File: config.mk
export PLATFORM = sky130hd
export DESIGN_NAME = simple_rf_arb
export DESIGN_NICKNAME = d
export VERILOG_FILES = /design/src/rtl/simple_rf_arb_pkg.sv /design/src/rtl/simple_rf_arb_rr_arb2.sv /design/src/rtl/simple_rf_arb.sv
export SDC_FILE = /design/constraint.sdc
export NUM_CORES = 1
export LEC_CHECK = 0
export ABC_AREA = 1
export CAP_MARGIN = 5
export CORE_AREA = 5 5 42 44
export CTS_CLUSTER_DIAMETER = 200
export DETAILED_ROUTE_END_ITERATION = 16
export DIE_AREA = 0 0 47 49
export DONT_BUFFER_PORTS = 1
export HOLD_SLACK_MARGIN = 0.02
export SLEW_MARGIN = 20
export SYNTH_ARGS = -nofsm -noshare
export SYNTH_HDL_FRONTEND = slang
export SYNTH_SLANG_ARGS = --single-unit
File: constraint.sdc
create_clock -name clk -period 1.3 [get_ports clk]
set_input_delay 0.065 -clock clk [delete_from_list [all_inputs] [get_ports clk]]
set_output_delay 0.065 -clock clk [all_outputs]
set_load 0.05 [all_outputs]
File: src/rtl/simple_rf_arb_pkg.sv
// Shared types and helpers for the register-file arbiter: FSM state,
// requester count and the 2-way round-robin pick.
package simple_rf_pkg;

  typedef enum logic {
    INIT = 1'b0,
    RUN  = 1'b1
  } state_t;

  localparam int unsigned NREQ = 2;

  // One candidate wins outright; on contention ptr names the winner.
  function automatic logic [1:0] rr_pick2(input logic [1:0] valid, input logic ptr);
    logic [1:0] grant;
    if (valid == 2'b11) begin
      grant = ptr ? 2'b10 : 2'b01;
    end else begin
      grant = valid;
    end
    return grant;
  endfunction

endpackage

File: src/rtl/simple_rf_arb_rr_arb2.sv
// Two-way round-robin arbiter. The priority pointer flips only when both
// requesters compete, so an uncontested requester never disturbs fairness.
module rr_arb2
  import simple_rf_pkg::*;
(
  input  logic            clk,
  input  logic            reset,
  input  logic [NREQ-1:0] valid,
  output logic [NREQ-1:0] grant
);

  logic ptr_q, ptr_d;

  always_comb begin
    grant = rr_pick2(valid, ptr_q);
    ptr_d = ptr_q;
    // The winner is ptr_q, so the loser gets priority next time.
    if (&valid) begin
      ptr_d = ~ptr_q;
    end
  end

  always_ff @(posedge clk) begin
    if (reset) begin
      ptr_q <= 1'b0;
    end else begin
      ptr_q <= ptr_d;
    end
  end

endmodule

File: src/rtl/simple_rf_arb.sv
// Shares a 1W/1R register file between two requesters: clears the RF after
// reset, then arbitrates the write and read ports independently.
module simple_rf_arb
  import simple_rf_pkg::*;
#(
  parameter int unsigned AW = 3,
  parameter int unsigned DW = 2
) (
  input  logic                 clk,
  input  logic                 reset,
  input  logic [NREQ-1:0]      req_valid,
  output logic [NREQ-1:0]      req_ready,
  input  logic [NREQ-1:0]      req_we,
  input  logic [NREQ*AW-1:0]   req_addr,
  input  logic [NREQ*DW-1:0]   req_wdata,
  output logic [NREQ-1:0]      rsp_valid,
  output logic [DW-1:0]        rsp_data,
  output logic                 init_done,
  output logic                 rf_we,
  output logic [AW-1:0]        rf_waddr,
  output logic [DW-1:0]        rf_wdata,
  output logic [AW-1:0]        rf_raddr,
  input  logic [DW-1:0]        rf_rdata
);

  localparam logic [AW-1:0] ClrLast = {AW{1'b1}};

  state_t            state_q, state_d;
  logic [AW-1:0]     clr_cnt_q, clr_cnt_d;
  logic [NREQ-1:0]   rsp_valid_q, rsp_valid_d;
  logic [DW-1:0]     rsp_data_q, rsp_data_d;
  logic              init_done_q, init_done_d;

  logic              run;
  logic [NREQ-1:0]   wr_cand, rd_cand;
  logic [NREQ-1:0]   wr_grant, rd_grant;

  assign run = (state_q == RUN);

  // Gating candidates with run keeps both arbiter pointers frozen during the sweep.
  assign wr_cand = req_valid & req_we & {NREQ{run}};
  assign rd_cand = req_valid & ~req_we & {NREQ{run}};

  rr_arb2 u_wr_arb (
    .clk   (clk),
    .reset (reset),
    .valid (wr_cand),
    .grant (wr_grant)
  );

  rr_arb2 u_rd_arb (
    .clk   (clk),
    .reset (reset),
    .valid (rd_cand),
    .grant (rd_grant)
  );

  assign req_ready = wr_grant | rd_grant;

  always_comb begin
    state_d     = state_q;
    clr_cnt_d   = clr_cnt_q;
    init_done_d = init_done_q;
    unique case (state_q)
      INIT: begin
        clr_cnt_d = clr_cnt_q + AW'(1);
        if (clr_cnt_q == ClrLast) begin
          state_d     = RUN;
          init_done_d = 1'b1;
        end
      end
      RUN: begin
        state_d = RUN;
      end
      default: begin
        state_d = INIT;
      end
    endcase
  end

  always_comb begin
    rf_we    = 1'b0;
    rf_waddr = '0;
    rf_wdata = '0;
    rf_raddr = '0;
    if (!run) begin
      rf_we    = 1'b1;
      rf_waddr = clr_cnt_q;
    end else begin
      rf_we = |wr_grant;
      for (int i = 0; i < NREQ; i++) begin
        if (wr_grant[i]) begin
          rf_waddr = req_addr[i*AW +: AW];
          rf_wdata = req_wdata[i*DW +: DW];
        end
        if (rd_grant[i]) begin
          rf_raddr = req_addr[i*AW +: AW];
        end
      end
    end
  end

  // RF read is combinational, so the grant-cycle rf_rdata is the pre-write value.
  always_comb begin
    rsp_valid_d = rd_grant;
    rsp_data_d  = rsp_data_q;
    if (|rd_grant) begin
      rsp_data_d = rf_rdata;
    end
  end

  always_ff @(posedge clk) begin
    if (reset) begin
      state_q     <= INIT;
      clr_cnt_q   <= '0;
      rsp_valid_q <= '0;
      rsp_data_q  <= '0;
      init_done_q <= 1'b0;
    end else begin
      state_q     <= state_d;
      clr_cnt_q   <= clr_cnt_d;
      rsp_valid_q <= rsp_valid_d;
      rsp_data_q  <= rsp_data_d;
      init_done_q <= init_done_d;
    end
  end

  assign rsp_valid = rsp_valid_q;
  assign rsp_data  = rsp_data_q;
  assign init_done = init_done_q;

endmodule

* Word level (Yosys, flattened, before mapping)
Index checks and enable logic that the tools add are counted.
** Storage, ports and cells
- Register bits :: 11
** Cells by class
- Bitwise gates (word level) :: 9
- Reduce and logical (&&, ||, !) cells :: 5
- $add $sub $neg :: 1
- Multiplexer cells :: 16
- Equal/unequal tests :: 3
** Operators with widths (number)
- 3-bit two-way mux :: 6
- 2-bit two-way mux :: 7
- 2-bit AND :: 4
- 2-bit AND reduction :: 3
- 2-bit == test (second input constant) :: 2
- 2-bit OR reduction :: 2
- 3-bit by 1-bit adder with 3-bit output (second input constant) :: 1
- 3-bit == test (second input constant) :: 1
- 1-bit inverter :: 3
- 1-bit two-way mux :: 2
- 2-bit inverter :: 1
- 2-bit OR :: 1
- 1-bit case mux with 2 select lines :: 1

* Logic depth before layout (Yosys ltp)
- Word-level depth :: 8
- Depth in mapped cells :: 8
- Depth with buffers taken out :: 7

* Cells and area by module
A second synthesis with hierarchy kept.
** Unflattened totals
- Cells, all modules :: 109
- Area total of the unflattened synthesis :: 651.9 um^2
** By module, submodules not included
- simple_rf_arb :: times used 1, seq. area each 180.2 um^2, cells an instance 91, area an instance 536.8 um^2
- rr_arb2 :: times used 2, seq. area each 20.0 um^2, cells an instance 9, area an instance 57.6 um^2

* Worst setup path after synthesis
OpenSTA, ideal clock, no wires.
- Kind :: reg-to-output
- Start :: reg state_q (netlist: run)
- End :: out rf_raddr[0]
- Arrival time :: 1.767 ns
- Setup slack :: -0.532 ns
- Data required time :: 1.235 ns
- Stages on the path, launching flop included :: 5
- Path buffers :: 0
- Cell sequence :: dfxtp_1 nand2_1 nor2_1 o21ai_2 o21ai_0
** On the way
- Cells in the longest elaborated chain, start to end :: 6
** RTL lines
- start: declaration :: line simple_rf_arb.sv:28 : state_t state_q, state_d;
- start signal: assignment :: line simple_rf_arb.sv:120 : state_q <= state_d;
- 2-bit AND :: line simple_rf_arb.sv:42 : assign rd_cand = req_valid & ~req_we & {NREQ{run}};
- 2-bit == test :: line simple_rf_arb_pkg.sv:15 : if (valid == 2'b11) begin
- 2-bit two-way mux :: line simple_rf_arb_pkg.sv:15
- 3-bit two-way mux (2 in a row) :: line simple_rf_arb.sv:96 : if (rd_grant[i]) begin
- 3-bit two-way mux (*) :: line simple_rf_arb.sv:86 : if (!run) begin
- end: declaration :: line simple_rf_arb.sv:22 : output logic [AW-1:0] rf_raddr,
Mark *: on every way between the ends. The rest lies on a longest branch, timed or not.

* Final worst setup path
- Start :: reg state_q (netlist: run)
- End :: out rf_waddr[2]
** On the way
- Cells in the longest elaborated chain, start to end :: 6
** RTL lines
- 2-bit AND :: line simple_rf_arb.sv:41 : assign wr_cand = req_valid & req_we & {NREQ{run}};
- 2-bit == test :: line simple_rf_arb_pkg.sv:15
- 2-bit two-way mux :: line simple_rf_arb_pkg.sv:15
- 3-bit two-way mux (2 in a row) :: line simple_rf_arb.sv:92 : if (wr_grant[i]) begin
- 3-bit two-way mux (*) :: line simple_rf_arb.sv:86
- end: declaration :: line simple_rf_arb.sv:20 : output logic [AW-1:0] rf_waddr,
Marked as above.

==> run_results.csv <==
group,metric,value,unit
run_status,outcome,"finished with violations",
run_status,failed_checks,"negative setup slack",
finish,fin_area,1026,µm²
finish,drive_above_1_share,0.4215,
placement,dp_hpwl,1285,µm
pwr,p_comb_frac,0.198,
detailed_routing,drc,0,
finish,nets,142,
pwr,power.internal,0.0005248,W
finish,post-route-util,0.7321,
pwr,switching_share,0.2822,
global_route,overflow,0,
floorplanning,coreArea,1401,µm²
timing,holdWs,0.01896,ns
detailed_routing,first_pass_iters,4,
hold_path,hold_class,"in -> reg",
pwr,p_total,0.0007311,W
logic_synthesis,yosysTopAreaCell,"dfxtp_1",
global_route,grt_pass1_vias,672,
worst_setup_path,end_kind,"output pin",
clocking,clkTransAtPathRegs,0.07,ns
clocking,numClockSinks,11,
placement,portBuffers,0,
floorplanning,start_util,0.4509,
detailed_routing,num_vias,727,
floorplanning,die_area,2303,µm²
timing,layout_setup_ws,-0.2040,ns
logic_synthesis,synth-seq-cells,11,
detailed_routing,ant_nets,0,
pwr,p_seq_frac,0.485,
global_route,grt_pass1_wl,2967,µm
placement,dpl-instance-area,805.8,µm²
clocking,insertion_delay,0.27,ns
logic_synthesis,netlist_instances,97,
clocking,cts_tree,"done",
logic_synthesis,synthTopCellsByArea,"dfxtp_1 35%, nand2_1 14%, nand3_1 9.5%",
finish,layout_commonest_cell,"nand2_1",
placement,place.gp.congestion,0.7712,
clocking,clockBufferDepth,2,
detailed_routing,drtIter0Drc,15,
timing,setup_viol,11,
timing,max_freq,664.9,MHz
timing,finalMaxSlewViolations,0,
logic_synthesis,synth_top_area_share,0.3485,
floorplanning,dieWidth,47,µm
clocking,htree_levels,1,
logic_synthesis,postSynthAreaPerCell,6.514,µm²
floorplanning,fp.dieH,49,µm
worst_setup_path,crit_type,"reg -> out",
pwr,max-vdd-ir-drop,0.7071,mV
detailed_routing,routed_wl,2036,µm
pwr,power.density,712.6,nW/µm²
logic_synthesis,synth-seq-area-share,0.3485,
clocking,cts_made_buffers,3,
logic_synthesis,syn-num-nets,117,
timing,tns,-1.453,ns
finish,area_growth_syn_to_layout,62.38,%
timing,hold_viol,0,
pwr,switching_power,0.0002063,W
job,drv_cap,0,
pwr,clockPowerShare,0.317,
logic_synthesis,syn_area,631.9,µm²
detailed_routing,viasPerCell,5.307,
floorplanning,core.rowCount,14,
logic_synthesis,yosysUniqueCellTypes,17,
global_route,grt_max_degree,9,
worst_setup_path,start_kind,"flop",
timing,worst_pin_slew,0.4770,ns
finish,antenna_cells,0,
worst_setup_path,critPathArrivalTime,1.44,ns
logic_synthesis,yosysWarnings,0,
global_route,antenna_found_initial,0,
timing,period_needed,1.504,ns
global_route,grt.total_usage,0.1746,
clocking,cts-root-buf,"clkbuf_4",
pwr,p_leak,0.4694,nW
floorplanning,ios,34,
worst_setup_path,worstPathMaxFanout,6,
timing,rsz0062_at_grt,"true",
timing,post-route-period-util,1.157,
finish,final_cell_mix,"17 x nand2_1, 14 x nor2_1, 10 x dfxtp_1",
finish,fill_cells,107,
timing,fin_skew,0.005608,ns
worst_setup_path,cp.required,1.24,ns
timing,slew_headroom,0.6816,
detailed_routing,wl_per_cell,14.86,µm
==> cell families (layout without fill, tap and decap cells) <==
logic type               after synthesis  in the layout  synth area share
AND/OR/NAND/NOR                       57             57            0.4020
buffers and inverters                 14             38           0.08910
AO/OA/AOI/OAI                         13             13            0.1208
flip-flops                            11             11            0.3485
adder cells (fa/ha/maj)                2              2           0.03960
==> sequential cells by signal, indices dropped and copies added, names as in the netlist <==
| register | count |
|---|---|
| rsp_data | 2 |
| run | 1 |
| u_wr_arb.ptr_q | 1 |
| init_done | 1 |
| u_rd_arb.ptr_q | 1 |
| rsp_valid | 2 |
| clr_cnt_q | 3 |
==> final cells by class <==
cell class	count	area (µm²)	area share
clock buffer	4	26.28	0.02561
multi-input combinational	72	451.7	0.4402
timing repair buffer	22	259.0	0.2524
tap	16	20.02	0.01951
inverter	12	45.04	0.04390
sequential	11	224.0	0.2183
==> critical path: stages (launching register included) <==
cell,delay (ns)
dfxtp_4,0.37
buf_6,0.11
nand3_4,0.08
a21oi_4,0.22
nand2_1,0.13
nand3_2,0.10
buf_8,0.15
==> power by group through the flow <==
| stage | sequential [W] | clock [W] | combinational (W) |
|---|---|---|---|
| after floorplan | 0.000365 | 0 | 0.0000772 |
| final | 0.000355 | 0.000232 | 0.000145 |
| after CTS | 0.000355 | 0.000235 | 0.000129 |
| after detailed placement | 0.000365 | 0 | 0.000104 |
| after global routing | 0.000357 | 0.000262 | 0.000154 |
| after global placement | 0.000365 | 0 | 0.000101 |
==> synthesized netlist by cell type <==
cell,count
nand2_1,24
nor2_1,15
inv_1,12
nand3_1,12
dfxtp_1,11
o21ai_0,6
a21oi_1,4
a21oi_2,2
ha_1,2
nand2_2,2
buf_4,1
clkbuf_1,1
nand3_4,1
nor2_2,1
nor3_1,1
o21ai_2,1
or2_2,1
==> final timing paths <==
| kind | from | to | slack (ns) | depth (start not counted) |
|---|---|---|---|---|
| worst min-delay path | req_we[1] | rsp_valid[1] | 0.02 | 3 |
| worst min register to register | init_done | init_done | 0.48 | 2 |
| worst max-delay path | run | rf_waddr[2] | -0.20 | 6 |
| worst max register to register | run | u_rd_arb.ptr_q | 0.09 | 8 |
==> per-layer routing <==
metal,GRT usage,vias up,routed length (µm)
met1,0.1956,331,726
li1,-,357,-
met4,0.08295,0,33
met3,0.05166,4,150
met2,0.2873,35,1125
met5,0,-,0
==> per-stage QoR <==
step / setup WS (ns) / std cells
2_1_floorplan: -0.1576 / 97
3_5_place_dp: 0.05441 / 128
4_1_cts: -0.1124 / 136
3_3_place_gp: 0.09073 / 128
5_1_grt: -0.2645 / 137
6_report: -0.2040 / 137
==> what timing repair did <==
item | in CTS | in global routing
gates resized for setup | 27 | 14
hold buffers | 3 | 0
cloned | 0 | 0
hold endpoints to repair | 11 | 0
pin swaps | 5 | 5
buffers inserted | 1 | 1
endpoints found under the setup margin | 11 | 11
Power figures use the tool's default switching activity.
